`src/rtl/alu_pkg.sv`:
```
// alu_pkg: control word layout and multiplier-select encodings for alu_pipe_nb
package alu_pkg;
  localparam logic [2:0] SEL_IN0   = 3'd0;
  localparam logic [2:0] SEL_IN1   = 3'd1;
  localparam logic [2:0] SEL_PRE   = 3'd2;
  localparam logic [2:0] SEL_OTHER = 3'd3;
  localparam logic [2:0] SEL_ONE   = 3'd4;
  typedef struct packed {
    logic       pre_en;
    logic       pre_sub;
    logic       mul_en;
    logic [2:0] mul_sel;
  } lane_ctrl_t;
  typedef struct packed {
    lane_ctrl_t x;
    lane_ctrl_t y;
    logic       post_en;
    logic       post_sub;
    logic       acc_en;
    logic       acc_clr;
  } alu_pipe_ctrl_t;
endpackage

```
`src/rtl/alu_pipe_lane.sv`:
```
// alu_pipe_lane: per-lane pre-adder feeding a selectable-operand multiplier
module alu_pipe_lane
  import alu_pkg::*;
#(
  parameter int W = 4
) (
  input  logic [W-1:0]       in0_i,
  input  logic [W-1:0]       in1_i,
  input  logic [W-1:0]       oth_i,
  input  lane_ctrl_t         ctrl_i,
  output logic [2*(W+1)-1:0] prod_o
);
  localparam int RW = 2*(W+1);
  logic [W:0] a, b, o, pre, m1;
  // pre-add, pick the second multiplier operand, then multiply or pack both operands
  always_comb begin
    a = {1'b0, in0_i};
    b = {1'b0, in1_i};
    o = {1'b0, oth_i};
    pre = !ctrl_i.pre_en ? a : ctrl_i.pre_sub ? a - b : a + b;
    m1 = ctrl_i.mul_sel == SEL_IN0   ? a :
         ctrl_i.mul_sel == SEL_IN1   ? b :
         ctrl_i.mul_sel == SEL_PRE   ? pre :
         ctrl_i.mul_sel == SEL_OTHER ? o :
         ctrl_i.mul_sel == SEL_ONE   ? {{W{1'b0}}, 1'b1} : '0;
    prod_o = ctrl_i.mul_en ? RW'(pre) * RW'(m1) : {pre, m1};
  end
endmodule

```
`src/rtl/alu_pipe_nb.sv`:
```
// alu_pipe_nb: two-lane pre-add/multiply, post-add and accumulate in a 2-stage valid/ready pipeline
module alu_pipe_nb
  import alu_pkg::*;
#(
  parameter int W = 4
) (
  input  logic               clk,
  input  logic               rst,
  input  logic [W-1:0]       x0,
  input  logic [W-1:0]       x1,
  input  logic [W-1:0]       y0,
  input  logic [W-1:0]       y1,
  input  alu_pipe_ctrl_t     ctrl,
  input  logic               cmd_valid,
  output logic               cmd_ready,
  output logic               res_valid,
  input  logic               res_ready,
  output logic [2*(W+1)-1:0] res_q,
  output logic               carry_q
);
  localparam int RW = 2*(W+1);
  logic [RW-1:0] px, py, pa_q, pb_q, acc_q, acc_in, res_d;
  logic [RW:0]   post, sum;
  logic          post_en_q, post_sub_q, acc_en_q, acc_clr_q;
  logic          s1_valid_q, s2_valid_q, s2_ready, accept, advance, carry_d;
  alu_pipe_lane #(.W(W)) u_x (.in0_i(x0), .in1_i(x1), .oth_i(y1), .ctrl_i(ctrl.x), .prod_o(px));
  alu_pipe_lane #(.W(W)) u_y (.in0_i(y0), .in1_i(y1), .oth_i(x1), .ctrl_i(ctrl.y), .prod_o(py));
  assign res_valid = s2_valid_q;
  // handshake and stage-2 post-add/accumulate datapath
  always_comb begin
    s2_ready = !s2_valid_q || res_ready;
    cmd_ready = !s1_valid_q || s2_ready;
    accept = cmd_valid && cmd_ready;
    advance = s1_valid_q && s2_ready;
    post = !post_en_q ? {1'b0, pa_q[W:0], pb_q[W:0]} :
           post_sub_q ? {1'b0, pa_q} - {1'b0, pb_q} : {1'b0, pa_q} + {1'b0, pb_q};
    acc_in = acc_clr_q ? '0 : acc_q;
    sum = {1'b0, post[RW-1:0]} + {1'b0, acc_in};
    res_d = acc_en_q ? sum[RW-1:0] : post[RW-1:0];
    carry_d = acc_en_q ? post[RW] | sum[RW] : post[RW];
  end
  // stage 1 captures lane products and controls on accept; stage 2 captures the result on advance
  always_ff @(posedge clk) begin
    if (rst) begin
      s1_valid_q <= 1'b0;
      s2_valid_q <= 1'b0;
      res_q <= '0;
      carry_q <= 1'b0;
      acc_q <= '0;
    end else begin
      s1_valid_q <= accept || (s1_valid_q && !s2_ready);
      s2_valid_q <= s2_ready ? s1_valid_q : s2_valid_q;
      if (accept) begin
        pa_q <= px;
        pb_q <= py;
        post_en_q <= ctrl.post_en;
        post_sub_q <= ctrl.post_sub;
        acc_en_q <= ctrl.acc_en;
        acc_clr_q <= ctrl.acc_clr;
      end
      if (advance) begin
        res_q <= res_d;
        carry_q <= carry_d;
        if (acc_en_q) acc_q <= res_d;
      end
    end
  end
endmodule

```
`config.mk`:
```
export PLATFORM = sky130hd
export DESIGN_NAME = alu_pipe_nb
export DESIGN_NICKNAME = d
export VERILOG_FILES = /design/src/rtl/alu_pkg.sv /design/src/rtl/alu_pipe_lane.sv /design/src/rtl/alu_pipe_nb.sv
export SDC_FILE = /design/constraint.sdc
export NUM_CORES = 1
export LEC_CHECK = 0
export CAP_MARGIN = 15
export CORE_MARGIN = 3
export CORE_UTILIZATION = 65
export DETAILED_ROUTE_END_ITERATION = 8
export DONT_BUFFER_PORTS = 1
export GPL_TIMING_DRIVEN = 0
export PLACE_DENSITY = 0.81
export RECOVER_POWER = 25
export SYNTH_ARGS = -nofsm -noshare
export SYNTH_HDL_FRONTEND = slang
export SYNTH_SLANG_ARGS = --single-unit
export TNS_END_PERCENT = 30
```
`constraint.sdc`:
```
create_clock -name clk -period 15.7 [get_ports clk]
set_input_delay 4.71 -clock clk [delete_from_list [all_inputs] [get_ports clk]]
set_output_delay 4.71 -clock clk [all_outputs]
set_load 0.01 [all_outputs]
```
==> results of run 1 <==
[registers in the layout, summed over array words and instances, names as in the netlist]
signal      flops
acc_q          10
res_q          10
pa_q           10
carry_q         1
s1_valid_q      1
post_sub_q      1
pb_q           10
acc_clr_q       1
acc_en_q        1
res_valid       1
post_en_q       1
[power by group]
part / switching (mW) / internal, mW
sequential: 0.00686 / 0.140
combinational: 0.111 / 0.0818
clock: 0.0398 / 0.0356
[logic make-up after synthesis]
family          after synthesis  share of synthesized area
flops                        47                      0.217
xor+xnor                     37                     0.0595
mux                          29                     0.0652
buf+inv                      77                     0.0560
simple gates                220                      0.193
compound gates              153                      0.175
fa+ha+maj                    89                      0.235
[worst paths after layout]
check	startpoint	end	slack, ns	cells after the start
worst max-delay path	y1[1]	pb_q[8]	5.68	22
worst min-delay path	acc_q[1]	acc_q[1]	0.46	2
worst max register to register	pb_q[2]	res_q[9]	11.46	16
worst min register to register	acc_q[1]	acc_q[1]	0.46	2
[metal layers]
metal  GRT usage  vias to the layer above
met5           0                        -
met4      0.0809                        0
met3      0.0402                       26
met2       0.434                      160
met1       0.337                     2190
li1            -                     2288
[worst max-delay path, cell delays in order]
cell and delay (ns):
inv_1 0.05, ha_1 0.26, mux2_2 0.28, inv_1 0.06
ha_1 0.21, nor2b_1 0.13, o21a_1 0.18, or3_1 0.32
a31o_2 0.31, a31oi_2 0.35, or2_2 0.19, fa_1 0.46
fa_1 0.54, fa_1 0.57, inv_1 0.05, ha_1 0.33
a21o_1 0.19, a21oi_1 0.24, o21bai_1 0.09, a21oi_1 0.18
xor2_1 0.22, a21oi_1 0.11
[stage by stage]
stage	util	instance area, sq um	power [mW]	worst slack [ns]
5_1_grt	0.715	5670	0.446	5.43
3_5_place_dp	0.704	5580	0.339	5.36
3_3_place_gp	0.704	5580	0.329	5.56
4_1_cts	0.715	5670	0.414	5.66
6_report	0.715	5670	0.415	5.68
2_1_floorplan	-	5450	0.299	5.91
[layout by cell type, fill, tap and decap left out, types with 3 or more instances in the layout]
master	instances
a211oi_1	7
a21o_1	9
a21oi_1	54
a31o_2	3
a31oi_1	5
clkbuf_1	21
clkbuf_8	6
dfxtp_1	23
edfxtp_1	24
fa_1	22
ha_1	67
inv_1	53
mux2_2	8
mux2i_1	16
mux4_2	4
nand2_1	54
nand2b_1	11
nand3_1	4
nand3b_1	3
nor2_1	76
nor2b_1	21
nor3_1	18
nor4_1	3
nor4b_1	3
o211ai_1	5
o21a_1	11
o21ai_0	31
o21ai_1	4
o21bai_1	7
o31ai_1	3
or2_2	12
or3_1	3
xnor2_1	29
xor2_1	8
[final cells by class]
type / instances / area [sq um]
multi-input combinational: 528 / 3960
buffer: 24 / 106
fill: 620 / 2260
clock buffer: 7 / 86.3
tap: 102 / 128
sequential: 47 / 1180
clock inverter: 1 / 5.00
inverter: 53 / 199
==> flow_summary.yaml, run 1 <==
cells_and_area:
  final_nets: 784
  syn_to_final_growth_pct: 4.02
  layout.cells.non_filler: 762
  num_antenna_cells: 0
  layout-drive-gt1-share: 0.0667
floorplan:
  die_h_microns: 97.6
  die_width_microns: 97.6
  die_area_sq_um: 9520
  io_pins: 49
  fp.coreArea_sq_um: 7930
  rows: 32
  start_util: 0.687
sta:
  setup_viol: 0
  finalSetupTns_ns: 0
  rsz0062_at_grt: "false"
  drv_slew: 0
  hold_viol_final: 0
  tightest_slew_ns: 1.07
  finalCriticalPeriod_ns: 10.02
  relSlewSlack: 0.288
  period_share: 0.638
  max_freq_mhz: 99.8
  clock-skew-final_ns: 0.0165
  whs_ns: 0.456
global_route:
  grt_pass1_wl_microns: 20600
  antenna_found_initial: 0
  grt-ovfl-total: 0
  grt_max_degree: 25
  grt_pass1_vias: 4519
  track_usage: 0.257
clock_tree:
  clock_latency_ns: 0.31
  root_buffer: "clkbuf_8"
  cts_tree: "built"
  ctsHoldBuffers: 0
  cts.clk_slew.worst_paths_ns: 0.09
  cts_buffers: 5
  cts.sinks: 47
  cts_max_level: 2
  post_cts_buffers: 0
  cts_resized: 0
  ctsLongestPathBuffers: 2
power:
  p_leak_nw: 2.54
  vdd_drop_max_mv: 0.0344
  powerDensity_nw_per_um2: 73.1
logic_synthesis:
  synth-seq-area-share: 0.217
  synth_ff_type: "edfxtp_1"
  yosys_warnings: 0
  post-synth-top-count-cell: "nor2_1"
  synthesis.instances: 652
  syn_area_per_cell_sq_um: 8.36
  syn-num-nets: 777
  synth-seq-cells: 47
  yosysTopAreaCell: "ha_1"
  synthTopCellsByCount: "76 x nor2_1, 67 x ha_1, 54 x a21oi_1, 54 x nand2_1, 53 x inv_1"
  synth_top_area_share: 0.154
  yosys-top-cells-area: "ha_1 15%, edfxtp_1 13%, dfxtp_1 8.4%"
  ys_types: 56
  synth_edf_count: 24
  synth-async-reset-ratio: 0
  synthesis.area_sq_um: 5450
place:
  io_buffers: 0
  dp.cells: 754
  gp_congestion: 0.891
  hpwl_microns: 9780
drt:
  ant_nets: 0
  dr_wl_met3_microns: 749
  vias: 4664
  routed-wl-met2_microns: 5840
  met1_length_microns: 5320
  top_layer_used: "met4"
  routed_wirelength_microns: 12200
  drt_iter0_drc: 294
  wire_per_inst_microns: 16.0
  dr.pass1.iters: 5
  vias_per_cell: 6.12
  drc: 0
worst_hold_path:
  hp-class: "flip-flop to flip-flop"
critical_path:
  end_kind: "flip-flop"
  worstSetupStartpointType: "input port"
  path_max_fanout: 6
  worst-setup-path-type: "input port to flip-flop"
  cp.arrival_ns: 10.06
  cp.required_ns: 15.73
outcome:
  outcome: "complete, no violations"
job:
  max-cap-violations: 0
(Power assumes the default switching activity.)
==> run 2: changes to the inputs <==
- ABC_AREA: unset -> 1
- clock period: 15.7 -> 9.4 ns (I/O delays scaled with it)
==> flow_summary.yaml, run 2 <==
outcome:
  outcome: "complete, no violations"
sta:
  setup_viol: 0
  max_freq_mhz: 135
  clock-skew-final_ns: 0.00861
  drv_slew: 0
  tightest_slew_ns: 0.864
  period_share: 0.790
  finalCriticalPeriod_ns: 7.42
  hold_viol_final: 0
  relSlewSlack: 0.424
  rsz0062_at_grt: "false"
  setup_slack_ns: 1.98
  finalSetupTns_ns: 0
place:
  dpl_worst_slack_ns: 1.62
  io_buffers: 0
  gp_congestion: 0.902
  hpwl_microns: 11000
critical_path:
  path_max_fanout: 5
  cp.required_ns: 9.43
  r2r-start: "pb_q[0]"
  crit_buf_inv: 4
  cpMostUsedCell: "nand2_1"
  worstSetupStartpointType: "input port"
  cp.arrival_ns: 7.46
  worst-setup-path-type: "input port to flip-flop"
  cp_top_family: "adder cells"
  cp_num_cells: 27
  end_kind: "flip-flop"
  cp_slowest_stage_delay_ns: 0.54
  crit_start: "y1[1]"
  ff2ff_path_depth: 25
  crit_slowest_cell: "fa_1"
clock_tree:
  ctsLongestPathBuffers: 2
  cts_resized: 0
  clock_latency_ns: 0.29
  cts_tree: "built"
  cts.sinks: 47
  cts_buffers: 5
  root_buffer: "clkbuf_8"
  ctsHoldBuffers: 0
  post_cts_buffers: 0
  cts.clk_slew.worst_paths_ns: 0.09
  cts_max_level: 2
cells_and_area:
  final_nets: 967
  layout-drive-gt1-share: 0.0474
  num_antenna_cells: 0
  layout_common_cells: "204 x nand2_1, 169 x inv_1, 70 x nor2_1"
  syn_to_final_growth_pct: 4.08
  final_common_cell: "nand2_1"
drt:
  vias_per_cell: 5.54
  ant_nets: 0
  drt_iter0_drc: 155
  wire_per_inst_microns: 13.7
  dr.pass1.iters: 5
  routed_wirelength_microns: 13000
  vias: 5248
  drc: 0
floorplan:
  die_h_microns: 99.1
  rows: 33
  die_area_sq_um: 9820
  fp.coreArea_sq_um: 8300
  die_width_microns: 99.1
  io_pins: 49
  start_util: 0.679
global_route:
  antenna_found_initial: 0
  grt_max_degree: 25
  grt-ovfl-total: 0
  grt_pass1_wl_microns: 21900
  grt_pass1_vias: 5220
  track_usage: 0.269
worst_hold_path:
  hp-start: "acc_q[0]"
  hp-class: "flip-flop to flip-flop"
  hold_depth: 2
logic_synthesis:
  syn-num-nets: 960
  synthesis.area_sq_um: 5640
  ys_types: 40
  synth-seq-cells: 47
  synth-async-reset-ratio: 0
  synth_top_area_share: 0.149
  synth_edf_count: 24
  yosysTopAreaCell: "ha_1"
  synthTopCellsByCount: "203 x nand2_1, 169 x inv_1, 69 x nor2_1"
  synthesis.instances: 835
  yosys_warnings: 0
  post-synth-top-count-cell: "nand2_1"
  synth_ff_type: "edfxtp_1"
  yosys-top-cells-area: "ha_1 15%, nand2_1 14%, edfxtp_1 13%"
  syn_area_per_cell_sq_um: 6.75
  synth-seq-area-share: 0.210
power:
  powerDensity_nw_per_um2: 120
  vdd_drop_max_mv: 0.0801
  p_leak_nw: 3.28
job:
  max-cap-violations: 0
## run 2: stage by stage
stage          hold WS [ns]   util  area (sq um)  power, mW  instances
3_3_place_gp          0.442  0.695          5770      0.546        940
2_1_floorplan         0.432      -          5640      0.491        835
4_1_cts               0.461  0.708          5880      0.707        948
6_report              0.463  0.707          5870      0.704        948
5_1_grt               0.487  0.707          5870      0.765        948
3_5_place_dp          0.449  0.695          5770      0.559        940
## run 2: kinds of logic after synthesis
family,share of synthesized area
and+or+nand+nor,0.278
AOI/OAI and AO/OA,0.134
DFF,0.210
buffers and inverters,0.124
adders and majority gates,0.227
xor gates and xnor gates,0.0280
## run 2: worst register-to-register path, stage by stage, from the launching register on
cell and delay [ns]:
edfxtp_1 0.45, inv_1 0.11, ha_1 0.17, nand2_1 0.09
o21ai_0 0.21, xor2_1 0.20, inv_1 0.07, ha_1 0.34
nand2_1 0.12, inv_1 0.05, a21oi_1 0.18, nand2_1 0.08
nand2_1 0.06, nand3_1 0.12, and2_1 0.20, ha_1 0.36
nand2_1 0.11, inv_1 0.04, a21oi_1 0.20, nand3_1 0.10
nand2_1 0.06, nand3_1 0.11, nand2_1 0.09, inv_1 0.04
nand2_1 0.05, inv_1 0.03
## run 2: layer usage
layer | track usage | share of wire | up-vias
met3 | 0.0393 | 0.053 | 34
li1 | - | - | 2687
met5 | 0 | 0 | -
met4 | 0.113 | 0.035 | 0
met1 | 0.308 | 0.40 | 2370
met2 | 0.496 | 0.51 | 157
## run 2: path summary, 6_finish.rpt
kind / end / slack, ns
worst max-delay path: pb_q[7] / 1.98
worst min register to register: acc_q[0] / 0.46
worst min-delay path: acc_q[0] / 0.46
worst max register to register: res_q[9] / 5.68
## run 2: layout make-up
| type | instances | area, sq um |
|---|---|---|
| sequential | 47 | 1180 |
| tap | 105 | 131 |
| clock buffer | 6 | 72.6 |
| multi-input combinational | 603 | 3750 |
| buffer | 7 | 28.8 |
| clock inverter | 2 | 37.5 |
| fill | 720 | 2430 |
| inverter | 178 | 668 |
## run 2: where the power goes
part | leakage (nW) | internal (mW) | switching [mW] | total [mW]
combinational | 2.80 | 0.113 | 0.199 | 0.313
clock | 0.0514 | 0.0794 | 0.0675 | 0.147
sequential | 0.423 | 0.234 | 0.0112 | 0.245
total | 3.28 | 0.427 | 0.278 | 0.704
